**config.mk**
```make
export PLATFORM = sky130hd
export DESIGN_NAME = conv_out_writer
export DESIGN_NICKNAME = d
export VERILOG_FILES = /design/src/rtl/conv_out_writer.sv
export SDC_FILE = /design/constraint.sdc
export NUM_CORES = 1
export LEC_CHECK = 0
export CORE_MARGIN = 2
export CORE_UTILIZATION = 30
export DETAILED_ROUTE_END_ITERATION = 7
export PLACE_DENSITY_LB_ADDON = 0.2
export SLEW_MARGIN = 15
export SYNTH_ARGS = -nofsm -noshare
export SYNTH_HDL_FRONTEND = slang
export SYNTH_SLANG_ARGS = --single-unit
```
**constraint.sdc**
```tcl
create_clock -name i_clk -period 13.5 [get_ports i_clk]
set_input_delay 2.025 -clock i_clk [delete_from_list [all_inputs] [get_ports i_clk]]
set_output_delay 2.025 -clock i_clk [all_outputs]
set_load 0.1 [all_outputs]
```
**src/rtl/conv_out_writer.sv**
```systemverilog
// Output-side writer for the conv_blk result stream: turns raster-ordered results into
// sequential BRAM writes, optionally reducing them with a 2x2 stride-2 max-pool first.
module conv_out_writer #(
    parameter int KERNEL_SIZE = 1,
    parameter int FM_SIZE     = 4,
    parameter int PADDING     = 0,
    parameter int STRIDE      = 1,
    parameter int MAXPOOL     = 1,
    parameter int DATA_WIDTH  = 48,
    localparam int OUT_SIZE   = ((FM_SIZE - KERNEL_SIZE + 2 * PADDING) / STRIDE) + 1,
    localparam int POOL_SIZE  = OUT_SIZE / 2,
    localparam int DEPTH      = (MAXPOOL != 0) ? POOL_SIZE * POOL_SIZE : OUT_SIZE * OUT_SIZE,
    localparam int ADDR_WIDTH = ($clog2(DEPTH) > 1) ? $clog2(DEPTH) : 1
) (
    input  logic                         i_clk,
    input  logic                         i_rst,
    input  logic                         i_start,
    input  logic                         i_en,
    input  logic signed [DATA_WIDTH-1:0] i_data,
    output logic                         o_wr_en,
    output logic        [ADDR_WIDTH-1:0] o_wr_addr,
    output logic signed [DATA_WIDTH-1:0] o_wr_data,
    output logic                         o_busy,
    output logic                         o_done
);

    localparam int CW  = (OUT_SIZE > 1) ? $clog2(OUT_SIZE) : 1;
    localparam int RB  = (POOL_SIZE > 0) ? POOL_SIZE : 1;
    localparam int RBW = (RB > 1) ? $clog2(RB) : 1;
    localparam logic [CW-1:0] LAST = CW'(OUT_SIZE - 1);
    localparam bit OUT_ODD = (OUT_SIZE % 2) == 1;

    typedef enum logic [1:0] {IDLE, COLLECT, DONE} state_t;

    state_t                         state_q;
    logic        [CW-1:0]           row_q;
    logic        [CW-1:0]           col_q;
    logic        [ADDR_WIDTH-1:0]   next_addr_q;
    logic signed [DATA_WIDTH-1:0]   pair_q;
    logic signed [DATA_WIDTH-1:0]   rowbuf_q [RB];
    logic                           wr_en_q;
    logic        [ADDR_WIDTH-1:0]   wr_addr_q;
    logic signed [DATA_WIDTH-1:0]   wr_data_q;
    logic                           busy_q;
    logic                           done_q;

    logic        [RBW-1:0]          rb_idx;
    logic signed [DATA_WIDTH-1:0]   pair_max_d;
    logic signed [DATA_WIDTH-1:0]   win_max_d;
    logic                           is_last;
    logic                           in_window;

    assign rb_idx     = RBW'(col_q >> 1);
    assign pair_max_d = (i_data > pair_q) ? i_data : pair_q;
    assign win_max_d  = (pair_max_d > rowbuf_q[rb_idx]) ? pair_max_d : rowbuf_q[rb_idx];
    assign is_last    = (row_q == LAST) && (col_q == LAST);
    // With an odd output side the last row and column have no partner and fall outside every window.
    assign in_window  = !(OUT_ODD && ((row_q == LAST) || (col_q == LAST)));

    always_ff @(posedge i_clk or posedge i_rst) begin
        if (i_rst) begin
            state_q     <= IDLE;
            row_q       <= '0;
            col_q       <= '0;
            next_addr_q <= '0;
            pair_q      <= '0;
            for (int i = 0; i < RB; i++) rowbuf_q[i] <= '0;
            wr_en_q     <= 1'b0;
            wr_addr_q   <= '0;
            wr_data_q   <= '0;
            busy_q      <= 1'b0;
            done_q      <= 1'b0;
        end else begin
            wr_en_q <= 1'b0;
            done_q  <= 1'b0;
            case (state_q)
                IDLE: begin
                    if (i_start) begin
                        state_q     <= COLLECT;
                        busy_q      <= 1'b1;
                        row_q       <= '0;
                        col_q       <= '0;
                        next_addr_q <= '0;
                        pair_q      <= '0;
                    end
                end
                COLLECT: begin
                    if (i_start) begin
                        row_q       <= '0;
                        col_q       <= '0;
                        next_addr_q <= '0;
                        pair_q      <= '0;
                    end else if (i_en) begin
                        if (MAXPOOL == 0) begin
                            wr_en_q     <= 1'b1;
                            wr_addr_q   <= next_addr_q;
                            wr_data_q   <= i_data;
                            next_addr_q <= next_addr_q + ADDR_WIDTH'(1);
                        end else if (in_window) begin
                            if (!col_q[0]) begin
                                pair_q <= i_data;
                            end else if (!row_q[0]) begin
                                rowbuf_q[rb_idx] <= pair_max_d;
                            end else begin
                                wr_en_q     <= 1'b1;
                                wr_addr_q   <= next_addr_q;
                                wr_data_q   <= win_max_d;
                                next_addr_q <= next_addr_q + ADDR_WIDTH'(1);
                            end
                        end
                        if (col_q == LAST) begin
                            col_q <= '0;
                            row_q <= row_q + CW'(1);
                        end else begin
                            col_q <= col_q + CW'(1);
                        end
                        if (is_last) begin
                            state_q <= DONE;
                            busy_q  <= 1'b0;
                            done_q  <= 1'b1;
                        end
                    end
                end
                DONE: begin
                    state_q <= IDLE;
                end
                default: begin
                    state_q <= IDLE;
                end
            endcase
        end
    end

    assign o_wr_en   = wr_en_q;
    assign o_wr_addr = wr_addr_q;
    assign o_wr_data = wr_data_q;
    assign o_busy    = busy_q;
    assign o_done    = done_q;

endmodule

```
==> results of run 1 <==
[power breakdown]
group / internal [uW] / total (uW) / switching (uW)
combinational: 477 / 1580 / 1100
sequential: 818 / 959 / 141
clock: 410 / 685 / 276
total: 1700 / 3230 / 1520
[final timing paths]
check	from	to	slack, ns	depth (start not counted)
worst max-delay path	i_data[47]	o_wr_data[5]	4.46	21
worst min-delay path	o_wr_addr[1]	o_wr_addr[1]	0.48	2
max in group asynchronous	i_rst	pair_q[45]	10.08	3
min in group asynchronous	i_rst	rowbuf_q[32]	1.97	2
worst max register to register	pair_q[47]	o_wr_data[5]	6.00	21
worst min register to register	o_wr_addr[1]	o_wr_addr[1]	0.48	2
[state kept, by name, summed over array words and instances (netlist names)]
name	count
col_q	2
next_addr_q	2
o_busy	1
o_done	1
o_wr_addr	2
o_wr_data	48
o_wr_en	1
pair_q	48
row_q	2
rowbuf_q	96
state_q	2
[layer usage]
metal | vias up | track usage, % | wire [um] | share of wire [%]
li1 | 5633 | - | - | -
met1 | 5803 | 26.36 | 20830 | 48
met2 | 306 | 29.71 | 19490 | 45
met3 | 57 | 2.438 | 2102 | 4.9
met4 | 0 | 3.885 | 685 | 1.6
met5 | - | 0 | 0 | 0
[stage by stage]
| stage | hold slack, ns | setup WS, ns | std cells | area [sq um] | util (%) |
|---|---|---|---|---|---|
| after detailed placement | 0.4698 | 3.827 | 2081 | 14980 | 33.89 |
| after CTS | 0.4831 | 4.379 | 2126 | 15810 | 35.74 |
| after global routing | 0.4986 | 3.851 | 2126 | 15810 | 35.74 |
| final | 0.4751 | 4.456 | 2126 | 15810 | 35.74 |
| after floorplan | 0.4496 | 5.879 | 1494 | 13450 | - |
| after global placement | 0.4608 | 4.062 | 2081 | 14980 | 33.89 |
[synthesized netlist by cell type, types with 47 or more instances]
| cell | n | area, sq um |
|---|---|---|
| nand2_1 | 125 | 469.2 |
| nand4b_1 | 47 | 411.6 |
| a221oi_2 | 48 | 720.7 |
| inv_1 | 102 | 382.9 |
| a22o_1 | 48 | 420.4 |
| and3_1 | 50 | 312.8 |
| clkbuf_1 | 107 | 401.6 |
| ha_1 | 98 | 1226 |
| o311ai_1 | 48 | 420.4 |
| o21ai_1 | 81 | 405.4 |
| nor2_1 | 153 | 574.3 |
| mux2i_1 | 47 | 470.5 |
| o22ai_1 | 48 | 300.3 |
| a32oi_1 | 47 | 411.6 |
| dfrtp_1 | 205 | 5130 |
| a21oi_1 | 90 | 450.4 |
[cell type report]
class	instances	area, sq um
inverter	102	390.4
fill	4499	28420
timing repair buffer	125	1199
multi-input combinational	1057	7523
clock buffer	34	679.4
clock inverter	11	141.4
tap	592	740.7
sequential	205	5131
[logic make-up (layout without fill, tap and decap cells)]
family	after synthesis	after routing
xor+xnor	1	1
fa+ha+maj	98	98
compound gates	475	475
flops	205	205
mux	48	48
simple gates	435	435
buf+inv	232	272
[worst reg2reg max path, stage by stage, from the launching register on]
cell and delay, ns:
dfrtp_1 0.41, inv_1 0.11, ha_4 0.65, nand4_1 0.26, nor4_2 0.67, nand2_1 0.23
or3_1 0.41, o22ai_4 0.15, buf_4 0.68, o311ai_1 0.21, a221oi_2 0.52, inv_1 0.10
ha_1 0.32, nor2b_1 0.14, o211ai_1 0.15, a21oi_1 0.09, o31ai_1 0.39, a31oi_1 0.23
o221ai_4 0.23, a21o_1 0.81, buf_4 0.47, o21ai_0 0.13
==> summary.txt, run 1 <==
Synthesis
  • Mux cell area share after synthesis: 3.581%
  • Unique cell type count in the Yosys netlist: 52
  • Simple-Gate Fraction of Synth Area: between 15 and 20%
  • Mapped Cells: between 1,000 and 1,500
  • Post-synth EDFFs: 0
  • Largest family of logic cells by synthesized area: compound AO/OA/AOI/OAI gates
  • Number of synthesized register bits: 205
  • Share of flip-flops with an asynchronous set or reset: 100.0%
  • Complex-gate fraction of the synthesized area: 26.60%
  • Register area share after synthesis: 38.13%
  • Post-Syn Area: 13,450 sq um
  • Main synth FF type: dfrtp_1
  • Syn_nets: 1,644
  • Adder-Cell Fraction of Synth Area: under 10%
  • Post-Synth XOR/XNOR Area: 0.06510%
  • YS warnings: 0
  • Mean Syn Cell Area: ~9 sq um

Floorplan
  • Die Width: 215.8 um
  • Die height: around 220 um
  • Core area: 44,220 sq um
  • DIE AREA: ~47,000 sq um
  • Initial core utilization: 30.42%
  • Std-Cell Rows: 77
  • Top Ports: 105

STA
  • Relative slew slack: between 30% and 40%
  • Worst slew pin tran: 1.044 ns
  • Final setup viols: 0
  • Final Skew: 0.02177 ns
  • Fmax: 110.6 MHz
  • Tmin final: 9.044 ns
  • Final Hold Vio Count: 0
  • Setup TNS: 0 ns
  • Final worst-path cycle share: between 60% and 70%
  • Final Max Slew Viols: 0
  • RSZ-0062 raised after global routing: no

Pwr
  • Power per cell area: ~200 nW/um^2
  • VDD IR max: 0.1500 mV
  • P_leak: just under 0.007 uW
  • Tot Pwr: 3226 uW

Route
  • Via total after detailed routing: approximately 12,000
  • DRT Pass-1 Iters: 5
  • Residual DRC: 0
  • Initial DRC count: 961
  • Wire length per cell: 20.27 um
  • WL final: 43,100 um
  • Post-route antenna net violation count: 0
  • Via-to-Cell Ratio: 5.550

Clock network
  • Num CTS Buffers: 25
  • Clk slew on worst S/H paths: 0.06 ns
  • Clk root buf: clkbuf_16
  • Worst-skew pair later-pin latency: 0.55 ns
  • # resized after CTS: 0
  • Setup repair bufs after CTS: 0
  • CTS tree: built
  • CTS Sinks: slightly above 200
  • H-tree levels: 1
  • CTS Buffer Depth: 3
  • Hold bufs inserted after CTS: 0

Worst setup path
  • Critical path's slowest cell: a21o_1
  • Critical path buffers and inverters: 4
  • CP peak stage delay: 0.81 ns
  • Worst-path cell chain: clkdlybuf4s50_1 -> ha_4 -> nand4_1 -> nor4_2 -> nand2_1 -> or3_1 -> o22ai_4 -> buf_4 -> o311ai_1 -> a221oi_2 -> inv_1 -> ha_1 -> nor2b_1 -> o211ai_1 -> a21oi_1 -> o31ai_1 -> a31oi_1 -> o221ai_4 -> a21o_1 -> buf_4 -> o21ai_0
  • Arr. time, crit path: ~9.5 ns
  • Startpoint types: input port
  • Worst Setup Path Type: in -> reg
  • Top Family by Delay on Critical Path: compound AO/OA/AOI/OAI gates
  • Crit. End Element: flop
  • CP required: between 10 and 15 ns
  • CP max FO: 73
  • Most used cell, CP: buf_4

Place
  • Final HPWL DP: 27,770 um
  • GPL Wtd Cong: 0.7940
  • PortBufs: 104

GRT
  • Initial antenna violation count: 0
  • First-pass GRT wire length: 68,540 um
  • Total GRT Usage: 18.44%
  • GRT Residual Overflow: 0
  • Largest net degree at the start of global routing: 123
  • Number of global-route vias before repair: between 10,000 and 15,000

Cells and area
  • Share of cells above drive strength 1: around 8%
  • N_diodes: 0
  • Commonest non-fill, non-tap cell in the layout: dfrtp_1
  • Total Nets Final: ~1,700
  • P&R area growth vs syn: 17.49%
  • Most frequent cells in the layout: 204 x dfrtp_1, 152 x nor2_1, 123 x nand2_1

Hold path
  • Hold WC Path Type: reg -> reg

Flow run
  • Max-cap violation count: 0

Run status
  • Outcome: finished clean
(Power assumes the default switching activity.)
==> run 2, diff against run 1 <==
==> constraint.sdc (replaced) <==
create_clock -name i_clk -period 8.6 [get_ports i_clk]
set_input_delay 1.29 -clock i_clk [delete_from_list [all_inputs] [get_ports i_clk]]
set_output_delay 1.29 -clock i_clk [all_outputs]
set_load 0.1 [all_outputs]
==> run 2 against run 1 <==
Compared with the run above:
- non-clock buffer count grew 16
- power grew 59%
- sequential power grew 57%
- worst hold slack gained 0.0020 ns
- design area grew 1.4%
- critical endpoint is now o_wr_data[17]
- highest routed layer unchanged
==> summary.txt, run 2 (synthesized netlist as in run 1, its figures left out) <==
Hold path
  • Worst Hold End: o_wr_addr[0]
  • Hold WC Path Type: reg -> reg
  • Hold wc startpoint: o_wr_addr[0]
  • Cells on Worst Hold Path: 2

Cells and area
  • Total Nets Final: 1,684
  • Share of cells above drive strength 1: 9.453%
  • FF+latch area: 5131 sq um
  • Area of the multi-input gates: 7518 sq um
  • Commonest non-fill, non-tap cell in the layout: dfrtp_1
  • Flip-flop count of the largest register after layout: 96
  • Most frequent cells in the layout: 204 x dfrtp_1, 152 x nor2_1, 123 x nand2_1
  • # fillers: roughly 4,400
  • P&R area growth vs syn: 19.16%
  • Biggest register: rowbuf_q
  • N_diodes: 0

STA
  • Tmin final: 7.301 ns
  • RSZ-0062 raised after global routing: no
  • Final setup viols: 0
  • Final Hold Vio Count: 0
  • Final worst-path cycle share: ~85%
  • Worst slew pin tran: roughly 1.1 ns
  • Final WS setup: 1.299 ns
  • Setup TNS: 0 ns
  • Final Skew: about 0.028 ns
  • Final Max Slew Viols: 0
  • Fmax: 137.0 MHz
  • Relative slew slack: 29.50%

Route
  • Via total after detailed routing: 11,780
  • Post-route antenna net violation count: 0
  • DRT Pass-1 Iters: 6
  • Via-to-Cell Ratio: 5.486
  • Residual DRC: 0
  • Initial DRC count: 923
  • Wire length per cell: about 20 um
  • WL final: between 40,000 and 50,000 um

Floorplan
  • Die Width: 215.8 um
  • Initial core utilization: a little under a third
  • Core area: 44,220 sq um
  • Top Ports: 105
  • DIE AREA: 46,550 sq um
  • Die height: 215.8 um
  • Std-Cell Rows: 77

Worst setup path
  • Crit. End Element: flop
  • CP peak stage delay: 0.79 ns
  • Top Family by Delay on Critical Path: compound AO/OA/AOI/OAI gates
  • Most used cell, CP: buf_4
  • Worst Setup Path Type: in -> reg
  • Critical path buffers and inverters: 5
  • Crit Reg-Reg Startpoint: pair_q[47]
  • Arr. time, crit path: 7.72 ns
  • FF-to-FF End: o_wr_data[17]
  • Startpoint types: input port
  • Worst-path cell chain: clkdlybuf4s50_1 -> ha_4 -> nand4_1 -> nor4_2 -> buf_4 -> nand2_1 -> or3_1 -> o22ai_4 -> buf_4 -> o311ai_1 -> a221oi_2 -> inv_1 -> ha_1 -> nand2_1 -> nor3_1 -> o311ai_0 -> nand3_1 -> or3_1 -> a21o_1 -> buf_4 -> o21ai_1
  • CP required: approximately 9.0 ns
  • Critical path's slowest cell: a21o_1
  • CP max FO: 29
  • Reg2Reg Depth: 21
  • Reg2reg setup slack: 2.13 ns

Clock network
  • CTS tree: built
  • CTS Buffer Depth: 3
  • # resized after CTS: 0
  • Num CTS Buffers: 27
  • Hold bufs inserted after CTS: 0
  • H-tree levels: 1
  • Clk slew on worst S/H paths: 0.06 ns
  • CTS Sinks: 205
  • Worst-skew pair later-pin latency: 0.56 ns
  • Clk root buf: clkbuf_16
  • Setup repair bufs after CTS: 0

GRT
  • Total GRT Usage: 18.60%
  • Largest net degree at the start of global routing: 138
  • Number of global-route vias before repair: 11,470
  • First-pass GRT wire length: just under 70,000 um
  • Initial antenna violation count: 0
  • GRT Residual Overflow: 0

Flow run
  • Max-cap violation count: 0

Place
  • PortBufs: about 100
  • Worst slack, placed: about 0.73 ns
  • Final HPWL DP: 27,930 um
  • GPL Wtd Cong: 0.8175

Pwr
  • Power per cell area: 320.9 nW/um^2
  • P_leak: 0.006877 uW
  • VDD IR max: 0.1696 mV

Run status
  • Outcome: finished clean
[run 2: where the power goes]
group	switching [uW]	internal, uW
sequential	229	1280
clock	460	699
combinational	1720	751
total	2410	2730
[run 2: worst max-delay path by stage]
stage / cells after the start / endpoint / slack [ns] / start
floorplan: 1 / col_q[0] / 1.71 / i_rst
global route: 21 / o_wr_data[3] / 0.96 / i_data[31]
global placement: 20 / o_wr_data[9] / 0.73 / i_data[1]
finish: 21 / o_wr_data[17] / 1.30 / i_data[47]
CTS: 20 / o_wr_data[23] / 1.32 / i_data[1]
detailed placement: 20 / o_wr_data[14] / 0.73 / i_data[1]
[run 2: metrics by stage]
stage	std cells	hold slack, ns	area (sq um)	power [uW]	util, %
floorplan	1494	0.4496	13450	3295	-
global placement	2097	0.4609	15110	3986	34.17
detailed placement	2097	0.4702	15110	4011	34.17
CTS	2147	0.4832	16030	5197	36.25
global route	2147	0.4986	16030	5486	36.25
finish	2147	0.4770	16030	5143	36.25
[run 2: tightest hold or removal path, cell delays in order (launching register included)]
cell and delay [ns]:
dfrtp_1 0.33, nand2_1 0.05, o21ai_0 0.06
[run 2: final cells by class]
class	count	area share, %
Clock buffer	37	4.886
Clock inverter	13	0.8430
Inverter	102	2.435
Multi-Input combinational cell	1057	46.90
Sequential cell	205	32.01
Tap cell	592	4.621
Timing Repair Buffer	141	8.305
[run 2: metal layers]
| layer | routed length (um) | vias up | part of all wire [%] | global-route usage (%) |
|---|---|---|---|---|
| met3 | 1913 | 46 | 4.4 | 1.931 |
| met4 | 897 | 0 | 2.1 | 4.897 |
| met1 | 21220 | 5757 | 49 | 27.61 |
| met2 | 19270 | 297 | 44 | 28.64 |
| li1 | - | 5679 | - | - |
| met5 | 0 | - | 0 | 0 |
==> run 3, diff against run 2 <==
==> constraint.sdc (replaced) <==
create_clock -name i_clk -period 7.6 [get_ports i_clk]
set_input_delay 1.14 -clock i_clk [delete_from_list [all_inputs] [get_ports i_clk]]
set_output_delay 1.14 -clock i_clk [all_outputs]
set_load 0.1 [all_outputs]
==> run 3 against run 2 <==
Compared with the run above:
- global-route usage decreased by 0.28 points
- core utilization fell by 0.27 points
- first-iteration DRC count rose by 6.4%
- wire length down 0.11%
==> summary.txt, run 3 (synthesized netlist as in run 1, its figures left out) <==
Cells and area
  • Share of cells above drive strength 1: 8.425%
  • Commonest non-fill, non-tap cell in the layout: dfrtp_1
  • FF+latch area: 5131 sq um
  • P&R area growth vs syn: 18.29%
  • Total Nets Final: around 1,700
  • Area of the multi-input gates: 7518 sq um
  • Flip-flop count of the largest register after layout: 96
  • Most frequent cells in the layout: 204 x dfrtp_1, 152 x nor2_1, 123 x nand2_1
  • # fillers: 4,446
  • Finished Cell Area: 15,910 sq um
  • Biggest register: rowbuf_q
  • N_diodes: 0

Flow run
  • Max-cap violation count: 0

Clock network
  • Clk root buf: clkbuf_16
  • Setup repair bufs after CTS: 0
  • Clk slew on worst S/H paths: 0.06 ns
  • Hold bufs inserted after CTS: 0
  • Num CTS Buffers: 25
  • # resized after CTS: 0
  • H-tree levels: 1
  • CTS tree: built
  • Worst-skew pair later-pin latency: 0.55 ns
  • CTS Sinks: 205
  • CTS Buffer Depth: 3

Floorplan
  • Die Width: 215.8 um
  • DIE AREA: 46,550 sq um
  • Initial core utilization: between 30 and 40%
  • Std-Cell Rows: 77
  • Die height: 215.8 um
  • Core area: 44,220 sq um
  • Top Ports: 105

Route
  • DRT Pass-1 Iters: 5
  • WL final: 43,250 um
  • Post-route antenna net violation count: 0
  • Initial DRC count: between 900 and 1,000
  • Via total after detailed routing: 11,890
  • Via-to-Cell Ratio: 5.568
  • Residual DRC: 0
  • Wire length per cell: just over 20 um

GRT
  • First-pass GRT wire length: 68,160 um
  • Total GRT Usage: 18.32%
  • Largest net degree at the start of global routing: 116
  • Initial antenna violation count: 0
  • Number of global-route vias before repair: 11,410
  • GRT Residual Overflow: 0

STA
  • Fmax: 147.5 MHz
  • Tmin final: 6.780 ns
  • Final setup viols: 0
  • Setup TNS: 0 ns
  • Final worst-path cycle share: 89.20%
  • Worst slew pin tran: 1.009 ns
  • Final Skew: 0.02062 ns
  • Relative slew slack: 32.75%
  • RSZ-0062 raised after global routing: no
  • Final Hold Vio Count: 0
  • Final Max Slew Viols: 0

Hold path
  • Hold wc startpoint: o_wr_addr[1]
  • Hold WC Path Type: reg -> reg

Place
  • GPL Wtd Cong: 0.8068
  • PortBufs: 104
  • Final HPWL DP: around 28,000 um
  • Placed standard-cell area: 15,100 sq um

Pwr
  • P_leak: 0.006800 uW
  • Power per cell area: 361.2 nW/um^2
  • Tot Pwr: 5747 uW
  • VDD IR max: 0.1768 mV

Worst setup path
  • Startpoint types: input port
  • CP required: about 8.0 ns
  • Arr. time, crit path: 7.18 ns
  • Critical path startpoint: i_data[45]
  • Crit Reg-Reg Startpoint: pair_q[46]
  • CP max FO: 52
  • Worst Setup Path Type: in -> reg
  • Crit. End Element: flop

Run status
  • Outcome: finished clean
-- run 3: stage by stage --
| step | setup slack [ns] | std cells | utilization [%] | hold slack, ns |
|---|---|---|---|---|
| 2_1_floorplan | 0.8642 | 1494 | - | 0.4496 |
| 3_3_place_gp | 0.3585 | 2092 | 34.15 | 0.4600 |
| 3_5_place_dp | 0.2658 | 2092 | 34.15 | 0.4633 |
| 4_1_cts | 0.8126 | 2135 | 35.98 | 0.4778 |
| 5_1_grt | 0.4550 | 2135 | 35.98 | 0.5040 |
| 6_report | 0.8205 | 2135 | 35.98 | 0.4732 |
-- run 3: path summary, 6_finish.rpt --
path,endpoint,slack (ns),cells past startpoint
max in group asynchronous,rowbuf_q[64],5.06,3
min in group asynchronous,o_wr_data[37],1.09,2
hold reg to reg,o_wr_addr[1],0.47,2
setup / recovery,o_wr_data[47],0.82,20
setup reg to reg,o_wr_data[47],1.47,20
hold / removal,o_wr_addr[1],0.47,2
-- run 3: cell type report --
cell class / instances / area share [%]
clock inverters: 7 / 0.7312
well taps: 592 / 4.655
multi-input cells: 1057 / 47.25
clock buffers: 36 / 4.380
repair buffers: 136 / 8.287
flip-flops and latches: 205 / 32.25
inverters: 102 / 2.453
-- run 3: critical path, cell delays in order --
cell             delay, ns
clkdlybuf4s50_1       0.51
ha_1                  0.35
nand4_1               0.19
nor4_2                0.68
nand2_1               0.22
or3_1                 0.40
o22ai_4               0.21
buf_12                0.33
o311ai_1              0.16
a221oi_2              0.50
inv_1                 0.10
ha_1                  0.33
nand4_1               0.14
nor3_1                0.52
o311ai_0              0.28
nand3_1               0.22
or3_1                 0.17
a21o_1                0.24
buf_12                0.29
o21ai_0               0.13
-- run 3: layer usage --
layer / routed length (um) / up-vias / GRT usage (%)
li1: - / 5666 / -
met1: 21170 / 5840 / 26.90
met2: 19300 / 332 / 28.54
met5: 0 / - / 0
met3: 1970 / 49 / 1.776
met4: 820 / 0 / 5.103
-- run 3: where the power goes --
group | internal [uW] | leakage, uW | switching, uW
combinational | 858 | 0.00375 | 1950
clock | 734 | 0.000394 | 490
sequential | 1450 | 0.00265 | 264
